## src/rtl/foo_sat_cnt.sv

```systemverilog
// Saturating up-counter with synchronous clear; sticks at all-ones instead of rolling over.
module foo_sat_cnt #(
  parameter int CNT_W = 16
) (
  input  logic             clk,
  input  logic             rst,
  input  logic             inc_i,
  input  logic             clr_i,
  output logic [CNT_W-1:0] cnt_o
);
  localparam logic [CNT_W-1:0] ONE = {{(CNT_W-1){1'b0}}, 1'b1};

  logic [CNT_W-1:0] cnt_q, cnt_d;

  // clear takes priority over a same-cycle increment
  always_comb begin
    cnt_d = cnt_q;
    if (clr_i)
      cnt_d = '0;
    else if (inc_i && (cnt_q != '1))
      cnt_d = cnt_q + ONE;
  end

  always_ff @(posedge clk) begin
    if (rst)
      cnt_q <= '0;
    else
      cnt_q <= cnt_d;
  end

  assign cnt_o = cnt_q;
endmodule

```

## config.mk

```make
export PLATFORM = sky130hd
export DESIGN_NAME = foo_sat_cnt
export DESIGN_NICKNAME = d
export VERILOG_FILES = /design/src/rtl/foo_sat_cnt.sv
export SDC_FILE = /design/constraint.sdc
export NUM_CORES = 1
export LEC_CHECK = 0
export ABC_AREA = 1
export ABC_CLOCK_PERIOD_IN_PS = 1300
export CORE_MARGIN = 5
export CORE_UTILIZATION = 47
export CTS_BUF_LIST = sky130_fd_sc_hd__clkbuf_4 sky130_fd_sc_hd__clkbuf_8
export CTS_CLUSTER_DIAMETER = 150
export DETAILED_ROUTE_END_ITERATION = 10
export PLACE_DENSITY = 0.77
export RECOVER_POWER = 50
export SLEW_MARGIN = 20
export SYNTH_ARGS = -nofsm -noshare
export SYNTH_HDL_FRONTEND = slang
export SYNTH_SLANG_ARGS = --single-unit
```

## constraint.sdc

```tcl
create_clock -name clk -period 1.3 [get_ports clk]
set_input_delay 0.26 -clock clk [delete_from_list [all_inputs] [get_ports clk]]
set_output_delay 0.26 -clock clk [all_outputs]
set_load 0.005 [all_outputs]
```

# Word-level counts from Yosys, hierarchy flattened

Cells that the tools add are included.

Input bits: 4
ROM bits: 0
Word-level logic and storage cells: 5
Output and inout bits: 16
Bits in writable memories: 0
Register bits: 16
Memories kept: 0
Bits in latches: 0

Shift-type cells: 0
Reduce and logical (&&, ||, !) cells: 2
Add/sub/neg operators: 1
Equal/unequal tests: 1
Order comparisons: 0
Div/mod/pow operators: 0
Mux-type cells: 0
Bitwise gates (word level): 0
Multiply operators: 0

Operators with widths:

| operator                | number |
|---|---|
| $add A16 B1 Y16 const B | 1 |
| $ne A16 B16 Y1 const B  | 1 |
| $reduce_or A2 Y1        | 1 |
| $logic_and A1 B1 Y1     | 1 |

# Depth between registers and ports, before layout

Gate-level depths: netlist of run 1.

Word-level depth: 2
Gate-level depth with buffers: 9
Gate-level depth less buffers: 9

# Least setup slack after synthesis of run 1

Ideal clock, no wire load.

Path type: reg2reg
Start point: reg cnt_q[0] (netlist: cnt_o[0])
End point: reg cnt_q[15] (netlist: cnt_o[15])
Path buffers: 1
Slack: -0.080 ns
Cell stages (with the launch flop): 8
Library setup time: 0.115 ns
Period minus slack after synthesis: 1.380 ns
Required time: 1.185 ns
Arrival time: 1.265 ns
Cells stage by stage: dfxtp_1 ha_1 nand2_1 nor2_4 nand4_4 buf_6 a21oi_1 nor2_1

Longest elaborated chain between the ends: 2
Elaborated cells between the ends (all ways): 3
Those cells by class: add/sub: 1; eq/ne: 1; reduce/logical: 1

RTL lines:

| item                                                                    | RTL line | text |
|---|---|---|
| start: declaration                                                      | 13       | `logic [CNT_W-1:0] cnt_q, cnt_d;` |
| start signal: assignment                                                | 28       | `cnt_q <= cnt_d;` |
| parallel branches: the longest is 2 deep, another holds $add A16 B1 Y16 | n/a      |  |

Several ways; the timed one is not identified.
A chain may end at the register's enable or synchronous reset.

# Final worst setup path of run 1

Start point: reg cnt_q[7] (netlist: cnt_o[7])
End point: reg cnt_q[13] (netlist: cnt_o[13])

Same word-level chain as after synthesis.

==> results of run 1 <==
==> routing by layer <==
layer	up-vias	GRT usage (%)
met3	15	3.248
met4	0	10.85
met5	-	0
met1	589	26.56
met2	52	41.40
li1	598	-
==> through the flow <==
stage                     power, mW  setup TNS [ns]  setup WS (ns)  hold slack [ns]
after global placement       0.5662          -6.496        -0.4965           0.5108
after global routing         0.9351          -3.642        -0.3133           0.5581
after detailed placement     0.5673          -6.684        -0.5252           0.5095
after CTS                    0.8981          -1.057        -0.1316           0.5048
after floorplan              0.5374               0        0.01104           0.4804
final                        0.9032          -2.415        -0.1909           0.5376
==> cell families after synthesis <==
logic type | after synthesis | synth area share (%)
buffers and inverters | 18 | 8.218
DFF | 16 | 31.88
adders and majority gates | 1 | 1.245
and+or+nand+nor | 112 | 54.17
AOI/OAI and AO/OA | 9 | 4.483
==> final timing paths <==
| check | end | slack, ns | cells past startpoint |
|---|---|---|---|
| worst max register to register | cnt_o[13] | -0.19 | 9 |
| worst max-delay path | cnt_o[13] | -0.19 | 9 |
| worst min register to register | cnt_o[4] | 0.54 | 2 |
| worst min-delay path | cnt_o[4] | 0.54 | 2 |
==> cells in the final DEF, fill, tap and decap left out, drive strengths merged <==
| cell type | netlist | final |
|---|---|---|
| clkbuf | 0 | 4 |
| buf | 2 | 32 |
| nand3 | 13 | 13 |
| and2 | 1 | 1 |
| a21oi | 7 | 7 |
| nand2 | 46 | 46 |
| nand3b | 1 | 1 |
| dlygate4sd2 | 0 | 13 |
| nor2 | 48 | 48 |
| clkdlybuf4s50 | 0 | 3 |
| clkdlybuf4s15 | 0 | 3 |
| dfxtp | 16 | 16 |
| ha | 1 | 1 |
| o21ai | 2 | 2 |
| and3 | 1 | 1 |
| nand4 | 2 | 3 |
| inv | 16 | 16 |
==> critical path: stages (launching register included) <==
cell,delay (ns)
dfxtp_1,0.35
buf_4,0.13
buf_4,0.12
nand2_1,0.07
nor2_1,0.16
nand2_1,0.12
nor2_2,0.23
nand3_2,0.11
nand2_1,0.06
nor2_1,0.04
==> what timing repair did <==
| item | in CTS | in global routing |
|---|---|---|
| endpoints found under the setup margin | 32 | 18 |
| gates resized for setup | 67 | 12 |
| gates cloned | 1 | 0 |
| setup buffers | 22 | 0 |
| pin swaps | 17 | 8 |
==> layout make-up <==
type | count | area (sq um)
Inverter | 16 | 60.06
Fill cell | 114 | 325.3
Timing Repair Buffer | 51 | 429.2
Sequential cell | 16 | 345.3
Clock buffer | 4 | 36.28
Tap cell | 27 | 33.78
Multi-Input combinational cell | 123 | 772.0
==> power groups by stage <==
stage	Clock (mW)	Sequential, mW	Combinational [mW]
CTS	0.346	0.485	0.0669
finish	0.345	0.486	0.0719
floorplan	0	0.508	0.0298
global route	0.368	0.487	0.0809
detailed placement	0	0.506	0.0611
global placement	0	0.506	0.0603
==> impl_metrics.json, run 1 <==
{
  "status": "finished, violations left",
  "violations": "setup timing",
  "tightest_slew_ns": 0.6744,
  "fin_nets": 216,
  "async_flop_share_pct": 0,
  "worst_slack_ns": -0.1909,
  "arrival_ns": 1.70,
  "postCtsHoldBufs": 0,
  "max_freq_mhz": 670.7,
  "vias_per_cell": 5.291,
  "synth_most_common_cell": "nand2_1",
  "skew_ns": 0.006750,
  "yosysTopAreaCellShare_pct": 31.88,
  "grt_usage_pct": 23.10,
  "dr.max_layer_used": "met4",
  "vias": 1254,
  "drv_cap": 0,
  "ys_top_cells_by_count": "nand2_1 (43), nor2_1 (38), dfxtp_1 (16), inv_1 (15), nand3_1 (13)",
  "synth_area_sq_mm": 0.001005,
  "cts-buffers-inserted": 3,
  "netlist_instances": 156,
  "die_y_um": 56.24,
  "switching_share_pct": 23.64,
  "synth_area_leaders": "dfxtp_1 (32%), nand2_1 (16%), nor2_1 (14%), nand3_1 (6.5%), inv_1 (5.6%)",
  "peakVddDrop_uv": 528.3,
  "die_area_sq_mm": 0.003162,
  "finalNonFillerCells": 237,
  "cts_num_sinks": 16,
  "clock_power_share_pct": 38.2,
  "antenna_found_initial": 0,
  "dr_wl_met3_um": 181,
  "htree_levels": 1,
  "grt_max_degree": 17,
  "ys.warnings.count": 0,
  "wl_mm": 3.584,
  "wl_met1_mm": 1.461,
  "yosys.area.top_type": "dfxtp_1",
  "synth_edf_count": 0,
  "internal-power_mw": 0.6897,
  "min_path_type": "reg -> reg",
  "fin_crit_ns": 1.491,
  "finalSetupViolCount": 16,
  "pin_count": 20,
  "path_class": "reg -> reg",
  "p_leak_nw": 0.7906,
  "clkLatencyLatePin_ns": 0.30,
  "synth.yosys.seq_area_share_pct": 31.88,
  "drt_iter0_drc": 49,
  "syn_to_final_growth_pct": 66.87,
  "hold_start": "cnt_o[4]",
  "ant_nets": 0,
  "drc": 0,
  "p_per_area_mw_per_mm2": 538.7,
  "layout-drive-gt1-share_pct": 45.24,
  "dpl.hpwl_mm": 1.751,
  "gr-total-overflow": 0,
  "start_util_pct": 50.19,
  "synth_ff_type": "dfxtp_1",
  "dr.pass1.iters": 4,
  "clock_path_buffers": 2,
  "comb_power_share_pct": 8.0,
  "met2WireLength_mm": 1.851,
  "grt_pass1_vias": 1271,
  "rsz0062_at_grt": "true",
  "seqPwrFrac_pct": 53.8,
  "slew-limit-headroom_pct": 54.99,
  "cts.clk_slew.worst_paths_ns": 0.10,
  "grt_pass1_wl_mm": 5.789,
  "p_switching_mw": 0.2135,
  "final_util_pct": 83.75,
  "critPathRequiredTime_ns": 1.51,
  "ys_types": 20,
  "start_kind": "register",
  "rows": 16,
  "io_buffers": 19,
  "fp.dieW_um": 56.24,
  "core_area_sq_mm": 0.002002,
  "maxSlewViolCount": 0,
  "diodes": 0,
  "hold_viol_final": 0,
  "synth_area_per_cell_sq_um": 6.440,
  "syn_nets": 161,
  "reg2reg_from": "cnt_o[7]",
  "wl_per_cell_um": 15.12,
  "place_inst": 210,
  "largest_register_ffs": 16,
  "crit_path_end_kind": "register",
  "critical_path.startpoint": "cnt_o[7]",
  "fin_area_sq_mm": 0.001677,
  "dpl-instance-area_sq_mm": 0.001299,
  "ys_seq_elements": 16,
  "ctsRootBufferMaster": "clkbuf_4",
  "worstPathMaxFanout": 3,
  "finalCritPeriodShare_pct": 114.7,
  "cts_tree": "yes",
  "gp_congestion": 0.8754
}
(Power assumes the default switching activity.)
==> inputs of run 2 (changes only) <==
--- a/config.mk
+++ b/config.mk
@@ -5,10 +5,9 @@
 export SDC_FILE = /design/constraint.sdc
 export NUM_CORES = 1
 export LEC_CHECK = 0
-export ABC_AREA = 1
 export ABC_CLOCK_PERIOD_IN_PS = 1300
 export CORE_MARGIN = 5
-export CORE_UTILIZATION = 47
+export CORE_UTILIZATION = 46
 export CTS_BUF_LIST = sky130_fd_sc_hd__clkbuf_4 sky130_fd_sc_hd__clkbuf_8
 export CTS_CLUSTER_DIAMETER = 150
 export DETAILED_ROUTE_END_ITERATION = 10
==> run 2 against run 1 <==
  * The flow still finishes with violations (setup timing)
  * Cell count decreased by 19%
  * Global-route usage rose by 2.3 points
  * Via count fell by 7.0%
  * Sequential power barely moved
  * Highest routed layer unchanged
  * Clock power hardly changed
  * Total power shrank 0.58%
  * Largest cell class unchanged
  * First-iteration DRC count up 6.1%
  * Register-to-register slack barely moved
  * Non-clock buffer count grew 13
  * Synthesized cell count shrank 35%
==> impl_metrics.json, run 2 <==
{
  "status": "finished, violations left",
  "rsz0062_at_grt": "true",
  "cts_tree": "yes",
  "ys_types": 36,
  "grt_pass1_wl_mm": 5.382,
  "vias": 1166,
  "grt_pass1_vias": 1115,
  "r2r-end": "cnt_o[15]",
  "p_leak_nw": 0.7207,
  "critPathRequiredTime_ns": 1.52,
  "fin_crit_ns": 1.501,
  "tightest_slew_ns": 0.2341,
  "synth_edf_count": 0,
  "worstPathMaxFanout": 5,
  "grt_max_degree": 13,
  "holdPathEnd": "cnt_o[11]",
  "cts-buffers-inserted": 3,
  "maxSlewViolCount": 0,
  "reg2reg_slack_ns": -0.20,
  "pin_count": 20,
  "clkLatencyLatePin_ns": 0.29,
  "finalSetupViolCount": 14,
  "netlist_instances": 102,
  "ctsRootBufferMaster": "clkbuf_4",
  "max_freq_mhz": 666.0,
  "final_common_cell": "buf_4",
  "place_ws_ns": -0.4259,
  "clock_path_buffers": 2,
  "whs_path_depth": 2,
  "drv_cap": 0,
  "gp_congestion": 0.7669,
  "drc": 0,
  "syn_to_final_growth_pct": 74.22,
  "hold_start": "cnt_o[11]",
  "final_util_pct": 83.14,
  "p_total_mw": 0.8979,
  "violations": "setup timing",
  "core_area_sq_mm": 0.001922,
  "syn_nets": 107,
  "grt_usage_pct": 25.44,
  "antenna_found_initial": 0,
  "crit_path_end_kind": "register",
  "start_kind": "register",
  "ant_nets": 0,
  "drt_iter0_drc": 52,
  "gr-total-overflow": 0,
  "synth_ff_type": "dfxtp_1",
  "htree_levels": 1,
  "synth_most_common_cell": "dfxtp_1",
  "yosys.area.top_type": "dfxtp_1",
  "hold_viol_final": 0,
  "finalSetupTns_ns": -1.772,
  "dpl.hpwl_mm": 1.941,
  "diodes": 0,
  "wl_per_cell_um": 18.65,
  "start_util_pct": 47.72,
  "synth_area_per_cell_sq_um": 8.991,
  "finalCritPeriodShare_pct": 115.5,
  "skew_ns": 0.001706,
  "min_path_type": "reg -> reg",
  "peakVddDrop_uv": 437.8,
  "dr.pass1.iters": 4,
  "synth_area_sq_um": 917.1,
  "path_class": "reg -> reg",
  "die_area_sq_mm": 0.002987,
  "synth.yosys.seq_area_share_pct": 34.92,
  "async_flop_share_pct": 0,
  "largest_register_ffs": 16,
  "fp.dieW_um": 54.65,
  "rows": 16,
  "cts.clk_slew.worst_paths_ns": 0.10,
  "ys_seq_elements": 16,
  "r2r_cells": 6,
  "arrival_ns": 1.72,
  "ys.warnings.count": 0,
  "vias_per_cell": 6.073,
  "cts_num_sinks": 16,
  "p_per_area_mw_per_mm2": 562.0,
  "io_buffers": 19,
  "layout-drive-gt1-share_pct": 55.15,
  "slew-limit-headroom_pct": 84.34,
  "ys_top_cells_by_count": "dfxtp_1 (16), nand2_1 (13), a21oi_1 (6), mux2i_1 (6), nand3_1 (5)",
  "die_y_um": 54.65,
  "reg2reg_from": "cnt_o[1]",
  "worst_slack_ns": -0.2014,
  "yosysTopAreaCellShare_pct": 34.92,
  "postCtsHoldBufs": 0,
  "wl_mm": 3.581,
  "synth_area_leaders": "dfxtp_1 (35%), mux2i_1 (6.5%), nand2_1 (5.3%), a21oi_1 (3.3%), a31oi_1 (2.7%)",
  "layout_common_cells": "buf_4 (39), dfxtp_2 (12), nand2_1 (11)",
  "fin_nets": 171
}
==> run 2: logic make-up (layout without fill, tap and decap cells) <==
| family | after synthesis | after routing | share of synthesized area, % |
|---|---|---|---|
| simple gates | 46 | 46 | 31.51 |
| compound gates | 27 | 27 | 20.60 |
| flops | 16 | 16 | 34.93 |
| buf+inv | 6 | 69 | 5.047 |
| fa+ha+maj | 1 | 1 | 1.364 |
| mux | 6 | 6 | 6.549 |
==> run 2: stage by stage <==
stage / instance area (sq um) / cells / hold WS, ns
2_1_floorplan: 970.9 / 102 / 0.4288
3_3_place_gp: 1366 / 172 / 0.5000
3_5_place_dp: 1366 / 172 / 0.5175
4_1_cts: 1546 / 190 / 0.5028
5_1_grt: 1598 / 192 / 0.5405
6_report: 1598 / 192 / 0.5160
==> run 2: power by group <==
group / internal, mW / switching [mW]
logic: 0.0357 / 0.0284
clock network: 0.171 / 0.175
registers: 0.485 / 0.00358
==> run 2: worst max-delay path by stage <==
stage	startpoint	depth (start not counted)	slack (ns)	to
finish	cnt_o[1]	6	-0.20	cnt_o[15]
global route	cnt_o[1]	6	-0.25	cnt_o[15]
CTS	cnt_o[1]	6	-0.18	cnt_o[11]
detailed placement	inc_i	5	-0.43	cnt_o[11]
global placement	inc_i	5	-0.31	cnt_o[11]
floorplan	cnt_o[1]	6	-0.05	cnt_o[14]
==> run 2: cell type report <==
cell class                 count  area [sq um]
clock buffer                   4         36.28
fill                         121         324.1
inverter                       1         3.754
multi-input combinational     80         641.9
sequential                    16         350.3
tap                           27         33.78
timing repair buffer          64         531.8
==> run 2: repair_timing <==
item	in CTS	in global routing
endpoints found under the hold margin	0	0
buffers inserted	13	2
gates cloned	1	0
resized for setup	42	20
setup endpoints to repair	32	24
pin swaps	11	5
==> run 2: routing by layer <==
metal / up-vias / routed length [um] / GRT usage, %
li1: 509 / - / -
met1: 556 / 1399 / 30.21
met2: 80 / 1772 / 44.49
met3: 21 / 277 / 3.542
met4: 0 / 131 / 11.62
met5: - / 0 / 0
==> run 2: critical path: stages (launching register included) <==
cell and delay (ns):
dfxtp_4 0.36, buf_6 0.12, ha_4 0.16, and3_4 0.19, buf_6 0.14, a211oi_2 0.23
mux2i_1 0.23
==> inputs of run 3 (changes only) <==
--- a/config.mk
+++ b/config.mk
@@ -11,6 +11,7 @@
 export CTS_BUF_LIST = sky130_fd_sc_hd__clkbuf_4 sky130_fd_sc_hd__clkbuf_8
 export CTS_CLUSTER_DIAMETER = 150
 export DETAILED_ROUTE_END_ITERATION = 10
+export HOLD_SLACK_MARGIN = 0.06
 export PLACE_DENSITY = 0.77
 export RECOVER_POWER = 50
 export SLEW_MARGIN = 20
==> results of run 3 <==
No change in the layout: final DEF, timing and power equal those of run 2.
